**src/rtl/kong_defs.sv**
```systemverilog
// Board geometry and Mario state codes, shared by the motion controller and the sprite renderer.
package kong_defs;

    localparam logic [2:0] MARIO_INITIAL  = 3'b000;
    localparam logic [2:0] MARIO_FLYING   = 3'b001;
    localparam logic [2:0] MARIO_JUMPING  = 3'b010;
    localparam logic [2:0] MARIO_WALKING  = 3'b011;
    localparam logic [2:0] MARIO_STANDING = 3'b100;
    localparam logic [2:0] MARIO_DYING    = 3'b101;
    localparam logic [2:0] MARIO_CLAMPING = 3'b110;

    localparam int TOP_BOARD    = 50;
    localparam int BOTTOM_BOARD = 430;
    localparam int LEFT_BOARD   = 50;
    localparam int RIGHT_BOARD  = 590;

    // Sprite is 60x80 and positions refer to its centre.
    localparam int MARIO_HALF_W = 30;
    localparam int MARIO_HALF_H = 40;

endpackage

```
**src/rtl/sat_add_clamp.sv**
```systemverilog
// Adds a signed step to an unsigned coordinate in 11-bit signed arithmetic and clamps to [MIN, MAX].
module sat_add_clamp #(
    parameter int W   = 10,
    parameter int MIN = 0,
    parameter int MAX = 1023
) (
    input  logic [W-1:0]       cur_i,
    input  logic signed [10:0] step_i,
    output logic [W-1:0]       res_o
);

    localparam logic signed [10:0] MIN_S = 11'(MIN);
    localparam logic signed [10:0] MAX_S = 11'(MAX);

    logic signed [10:0] sum;

    assign sum = $signed({{(11-W){1'b0}}, cur_i}) + step_i;

    always_comb begin
        if (sum < MIN_S) begin
            res_o = W'(MIN);
        end else if (sum > MAX_S) begin
            res_o = W'(MAX);
        end else begin
            res_o = sum[W-1:0];
        end
    end

endmodule

```
**src/rtl/mario_motion.sv**
```systemverilog
// Per-frame Mario movement FSM: turns buttons and collision flags into registered
// position, state and facing for the sprite renderer, updating once per tick.
module mario_motion
    import kong_defs::*;
#(
    parameter logic [9:0] START_X      = 10'd80,
    parameter logic [8:0] START_Y      = 9'd390,
    parameter int         WALK_STEP    = 2,
    parameter int         CLIMB_STEP   = 2,
    parameter int         JUMP_V       = 6,
    parameter int         GRAVITY      = 1,
    parameter int         MAX_FALL     = 8,
    parameter int         INIT_FRAMES  = 30,
    parameter int         DYING_FRAMES = 60
) (
    input  logic       clk,
    input  logic       rst,
    input  logic       tick,
    input  logic       btn_left,
    input  logic       btn_right,
    input  logic       btn_up,
    input  logic       btn_down,
    input  logic       btn_jump,
    input  logic       on_floor,
    input  logic       on_ladder,
    input  logic       hit,
    output logic [9:0] posX,
    output logic [8:0] posY,
    output logic [2:0] state,
    output logic       facing,
    output logic       died
);

    localparam int X_MIN = LEFT_BOARD + MARIO_HALF_W;
    localparam int X_MAX = RIGHT_BOARD - MARIO_HALF_W;
    localparam int Y_MIN = TOP_BOARD + MARIO_HALF_H;
    localparam int Y_MAX = BOTTOM_BOARD - MARIO_HALF_H;

    logic [9:0] posx_q, posx_d, x_next;
    logic [8:0] posy_q, posy_d, y_next;
    logic [2:0] state_q, state_d;
    logic       facing_q, facing_d;
    logic       died_q, died_d;
    logic [3:0] vy_q, vy_d, vy_fall;
    logic [5:0] cnt_q, cnt_d;

    logic              move_l, move_r, move_h, climb_req;
    logic signed [10:0] dx, dy;

    // Both directions pressed together cancel out.
    assign move_l    = btn_left & ~btn_right;
    assign move_r    = btn_right & ~btn_left;
    assign move_h    = move_l | move_r;
    assign climb_req = on_ladder & (btn_up | btn_down);

    assign vy_fall = (int'(vy_q) + GRAVITY >= MAX_FALL) ? 4'(MAX_FALL)
                                                        : 4'(int'(vy_q) + GRAVITY);

    assign dx = move_r ? 11'(WALK_STEP) : (move_l ? 11'(-WALK_STEP) : 11'sd0);

    always_comb begin
        dy = 11'sd0;
        case (state_q)
            MARIO_JUMPING:  dy = -$signed({7'd0, vy_q});
            MARIO_FLYING:   dy = $signed({7'd0, vy_fall});
            MARIO_CLAMPING: begin
                if (btn_up & ~btn_down)      dy = 11'(-CLIMB_STEP);
                else if (btn_down & ~btn_up) dy = 11'(CLIMB_STEP);
            end
            default:        dy = 11'sd0;
        endcase
    end

    sat_add_clamp #(.W(10), .MIN(X_MIN), .MAX(X_MAX)) u_clamp_x (
        .cur_i  (posx_q),
        .step_i (dx),
        .res_o  (x_next)
    );

    sat_add_clamp #(.W(9), .MIN(Y_MIN), .MAX(Y_MAX)) u_clamp_y (
        .cur_i  (posy_q),
        .step_i (dy),
        .res_o  (y_next)
    );

    always_comb begin
        state_d  = state_q;
        posx_d   = posx_q;
        posy_d   = posy_q;
        facing_d = facing_q;
        vy_d     = vy_q;
        cnt_d    = cnt_q;
        died_d   = 1'b0;

        if (tick) begin
            if (hit && (state_q inside {MARIO_FLYING, MARIO_JUMPING, MARIO_WALKING,
                                        MARIO_STANDING, MARIO_CLAMPING})) begin
                state_d = MARIO_DYING;
                vy_d    = 4'd0;
                cnt_d   = 6'd0;
                died_d  = 1'b1;
            end else begin
                case (state_q)
                    MARIO_INITIAL: begin
                        if (cnt_q == 6'(INIT_FRAMES - 1)) begin
                            state_d = MARIO_STANDING;
                            cnt_d   = 6'd0;
                        end else begin
                            cnt_d = cnt_q + 6'd1;
                        end
                    end
                    MARIO_STANDING, MARIO_WALKING: begin
                        if (!on_floor) begin
                            state_d = MARIO_FLYING;
                            vy_d    = 4'd0;
                        end else if (btn_jump) begin
                            state_d = MARIO_JUMPING;
                            vy_d    = 4'(JUMP_V);
                        end else if (climb_req) begin
                            state_d = MARIO_CLAMPING;
                        end else if (move_h) begin
                            state_d  = MARIO_WALKING;
                            posx_d   = x_next;
                            facing_d = move_l;
                        end else begin
                            state_d = MARIO_STANDING;
                        end
                    end
                    MARIO_JUMPING: begin
                        posx_d = x_next;
                        posy_d = y_next;
                        if (move_h) facing_d = move_l;
                        // Apex or ceiling both hand over to the falling branch at rest.
                        if (vy_q <= 4'd1 || y_next == 9'(Y_MIN)) begin
                            state_d = MARIO_FLYING;
                            vy_d    = 4'd0;
                        end else begin
                            vy_d = vy_q - 4'(GRAVITY);
                        end
                    end
                    MARIO_FLYING: begin
                        if (on_floor) begin
                            state_d = MARIO_STANDING;
                            vy_d    = 4'd0;
                        end else begin
                            vy_d   = vy_fall;
                            posx_d = x_next;
                            posy_d = y_next;
                            if (move_h) facing_d = move_l;
                            if (y_next == 9'(Y_MAX)) begin
                                state_d = MARIO_STANDING;
                                vy_d    = 4'd0;
                            end
                        end
                    end
                    MARIO_CLAMPING: begin
                        if (!on_ladder) begin
                            state_d = on_floor ? MARIO_STANDING : MARIO_FLYING;
                            vy_d    = 4'd0;
                        end else begin
                            posy_d = y_next;
                        end
                    end
                    MARIO_DYING: begin
                        if (cnt_q == 6'(DYING_FRAMES - 1)) begin
                            state_d  = MARIO_INITIAL;
                            cnt_d    = 6'd0;
                            posx_d   = START_X;
                            posy_d   = START_Y;
                            facing_d = 1'b0;
                        end else begin
                            cnt_d = cnt_q + 6'd1;
                        end
                    end
                    default: begin
                        state_d = MARIO_INITIAL;
                        cnt_d   = 6'd0;
                        vy_d    = 4'd0;
                    end
                endcase
            end
        end
    end

    always_ff @(posedge clk) begin
        if (rst) begin
            posx_q   <= START_X;
            posy_q   <= START_Y;
            state_q  <= MARIO_INITIAL;
            facing_q <= 1'b0;
            died_q   <= 1'b0;
            vy_q     <= 4'd0;
            cnt_q    <= 6'd0;
        end else begin
            posx_q   <= posx_d;
            posy_q   <= posy_d;
            state_q  <= state_d;
            facing_q <= facing_d;
            died_q   <= died_d;
            vy_q     <= vy_d;
            cnt_q    <= cnt_d;
        end
    end

    assign posX   = posx_q;
    assign posY   = posy_q;
    assign state  = state_q;
    assign facing = facing_q;
    assign died   = died_q;

endmodule

```
**config.mk**
```make
export PLATFORM = sky130hd
export DESIGN_NAME = mario_motion
export DESIGN_NICKNAME = d
export VERILOG_FILES = /design/src/rtl/kong_defs.sv /design/src/rtl/sat_add_clamp.sv /design/src/rtl/mario_motion.sv
export SDC_FILE = /design/constraint.sdc
export NUM_CORES = 1
export LEC_CHECK = 0
export BUFFER_PORTS_ARGS = -buffer_cell sky130_fd_sc_hd__buf_4
export CAP_MARGIN = 15
export CELL_PAD_IN_SITES_DETAIL_PLACEMENT = 1
export CELL_PAD_IN_SITES_GLOBAL_PLACEMENT = 2
export CORE_MARGIN = 5
export CORE_UTILIZATION = 35
export CTS_BUF_LIST = sky130_fd_sc_hd__clkbuf_16
export CTS_CLUSTER_DIAMETER = 30
export DETAILED_ROUTE_END_ITERATION = 10
export PLACE_DENSITY = 0.88
export SETUP_SLACK_MARGIN = 0.15
export SLEW_MARGIN = 20
export SYNTH_ARGS = -nofsm -noshare
export SYNTH_HDL_FRONTEND = slang
export SYNTH_SLANG_ARGS = --single-unit
```
**constraint.sdc**
```tcl
create_clock -name clk -period 4.5 [get_ports clk]
set_input_delay 0.45 -clock clk [delete_from_list [all_inputs] [get_ports clk]]
set_output_delay 0.45 -clock clk [all_outputs]
set_load 0.02 [all_outputs]
```
==> metrics.yaml <==
slowest_delay_ps: 420
grt_pass1_vias: 3223
grt_setup_unrepaired: "false"
synthFlopType: "dfxtp_1"
finalNetCount: 479
async_flop_share_pct: 0
startpoint: "vy_q[1]"
htree_num_levels: 2
synthTopCellsByCount: "a21oi_1 (33), dfxtp_1 (33), ha_1 (31), nor2_1 (31), nand2_1 (30)"
cts_root_buffer: "clkbuf_16"
clk_latency_ps: 280
dieHeight_um: 104
ios: 35
post-route-util_pct: 43.7
drtIter0Drc: 83
p_per_area_nw_per_um2: 296
critical_path_class: "reg2reg"
grt_max_degree: 25
cts_buffer_depth: 2
max_slew_margin_pct: 56.6
hold_path_class: "in2reg"
setup_viol: 0
vias: 3119
gp_congestion: 0.830
routed_via_density: 5.73
cp_max_fo: 5
synth_nets: 434
worst_pin_slew_ps: 650
cts_inserted_buffers: 5
synthDistinctLibCells: 70
grt_pass1_wl_um: 15500
period_needed_ps: 4280
hold_depth: 2
synth_cells: 390
clk_pin_slew_ps: 60
ys_seq_elements: 33
finClkSkew_ps: 4.41
crit_cells: 18
postCtsHoldBufs: 0
cpMostUsedCell: "o21ai_0"
hold_path_startpoint: "tick"
min_period_over_period_pct: 95.1
setup_tns_ps: 0
die_area_um2: 10700
postSynthAreaPerCell_um2: 7.87
synth_top_area_share_pct: 21.5
reg2regPathDepth: 18
status: "finished clean"
synthTopCellsByArea: "dfxtp_1 (22%), ha_1 (13%), a21oi_1 (5.4%), o21ai_0 (4.2%), nor2_1 (3.8%)"
final_layout_size_suffix_gt1_share_pct: 21.1
drc_errors: 0
worstReg2RegStart: "vy_q[1]"
yosysWarningCount: 0
firstDrtPassIters: 4
cp_slowest_cell: "o211ai_1"
cts_tree: "built"
wl_per_cell_um: 17.7
path_buf_inv: 1
std_cell_rows: 34
start_util_pct: 35.6
post-synth-top-area-cell: "dfxtp_1"
cp-end-kind: "flip-flop"
cts_sinks: 33
final_antenna_net_count: 0
drt-total-wl_um: 9650
peakVddDrop_v: 0.000136
grt_usage_pct: 16.9
maxSlewViolCount: 0
critPathArrivalTime_ps: 4460
synth.yosys.seq_area_share_pct: 21.5
max_freq_mhz: 234
antenna_found_initial: 0
synth-edff-count: 0
maxCapViolCount: 0
start_kind: "flip-flop"
n_antenna_cell: 0
area_growth_pct: 22.8
path_cells: "ha_2 > nor2b_1 > nand4_1 > o21ai_2 > and2_1 > o21ai_0 > o21ai_1 > ha_1 > a21o_1 > and4_2 > o21ai_0 > a32oi_2 > o211ai_1 > o2111ai_2 > a211oi_2 > buf_4 > nor4_1 > a2111oi_2"
core_um2: 8640
path_delay_family: "compound AO/OA/AOI/OAI gates"
synthesis.area_um2: 3070
p_leak_nw: 1.63
overflow: 0
port_buffers: 33
hpwl_um: 7400
finalHoldViolCount: 0
die_w_um: 104
required_ps: 4680
==> through the flow <==
step	instance area, um2	setup slack (ps)	cells	total power, W	hold slack, ps
finish	3770	219	544	0.00112	479
global route	3770	45.5	544	0.00119	484
CTS	3660	161	536	0.00112	477
detailed placement	3470	33.9	527	0.000721	480
global placement	3470	226	527	0.000708	476
floorplan	3070	415	390	0.000607	468
==> worst paths after layout <==
path / to / slack (ps)
max: state[2] / 220
min: died / 480
max reg2reg: state[2] / 220
min reg2reg: posY[4] / 480
==> sequential cells by signal, summed over array words and instances (netlist names) <==
name    flops
facing      1
died        1
cnt_q       6
posX        9
posY        9
state       3
vy_q        4
==> per-layer routing <==
layer / wire [um] / global-route usage, %
met5: 0 / 0
met4: 129 / 3.52
met3: 209 / 3.05
met2: 4900 / 30.3
met1: 4420 / 21.0
==> what timing repair did <==
item / in CTS / in global routing
endpoints found under the setup margin: 4 / 7
pin swaps: 1 / 8
gates resized for setup: 4 / 15
setup buffers: 1 / 7
endpoints found under the hold margin: 0 / 0
cloned: 0 / 1
==> logic make-up after synthesis <==
group / count (synthesis) / synth area share (%)
buffers and inverters: 32 / 4.16
and+or+nand+nor: 131 / 22.3
adders and majority gates: 34 / 14.3
DFF: 33 / 21.5
xor gates and xnor gates: 24 / 7.09
muxes: 3 / 1.02
other: 1 / 0.122
AOI/OAI and AO/OA: 132 / 29.5
==> layout by cell type (no fill, tap or decap), types with 7 or more instances in the layout <==
| cell type | count |
|---|---|
| nand2_1 | 30 |
| o21ai_0 | 24 |
| nor3_1 | 7 |
| nor2b_1 | 12 |
| xnor2_1 | 12 |
| a21oi_1 | 33 |
| nor2_1 | 30 |
| nand3_1 | 10 |
| dfxtp_1 | 31 |
| xor2_1 | 8 |
| a21o_1 | 10 |
| nand4_1 | 7 |
| inv_1 | 18 |
| ha_1 | 28 |
| buf_4 | 51 |
==> where the power goes <==
group	internal [W]	switching [W]	total (W)
combinational	0.000151	0.000240	0.000392
clock	0.000259	0.000137	0.000397
sequential	0.000310	0.0000190	0.000329
total	0.000721	0.000397	0.00112
==> area by class of cell <==
cell class | instances | area (um2)
fillers | 1079 | 4860
clock inverters | 3 | 41.3
repair buffers | 52 | 388
inverters | 18 | 67.6
well taps | 108 | 135
clock buffers | 5 | 125
flip-flops and latches | 33 | 666
multi-input cells | 325 | 2350
(Power assumes the default switching activity.)
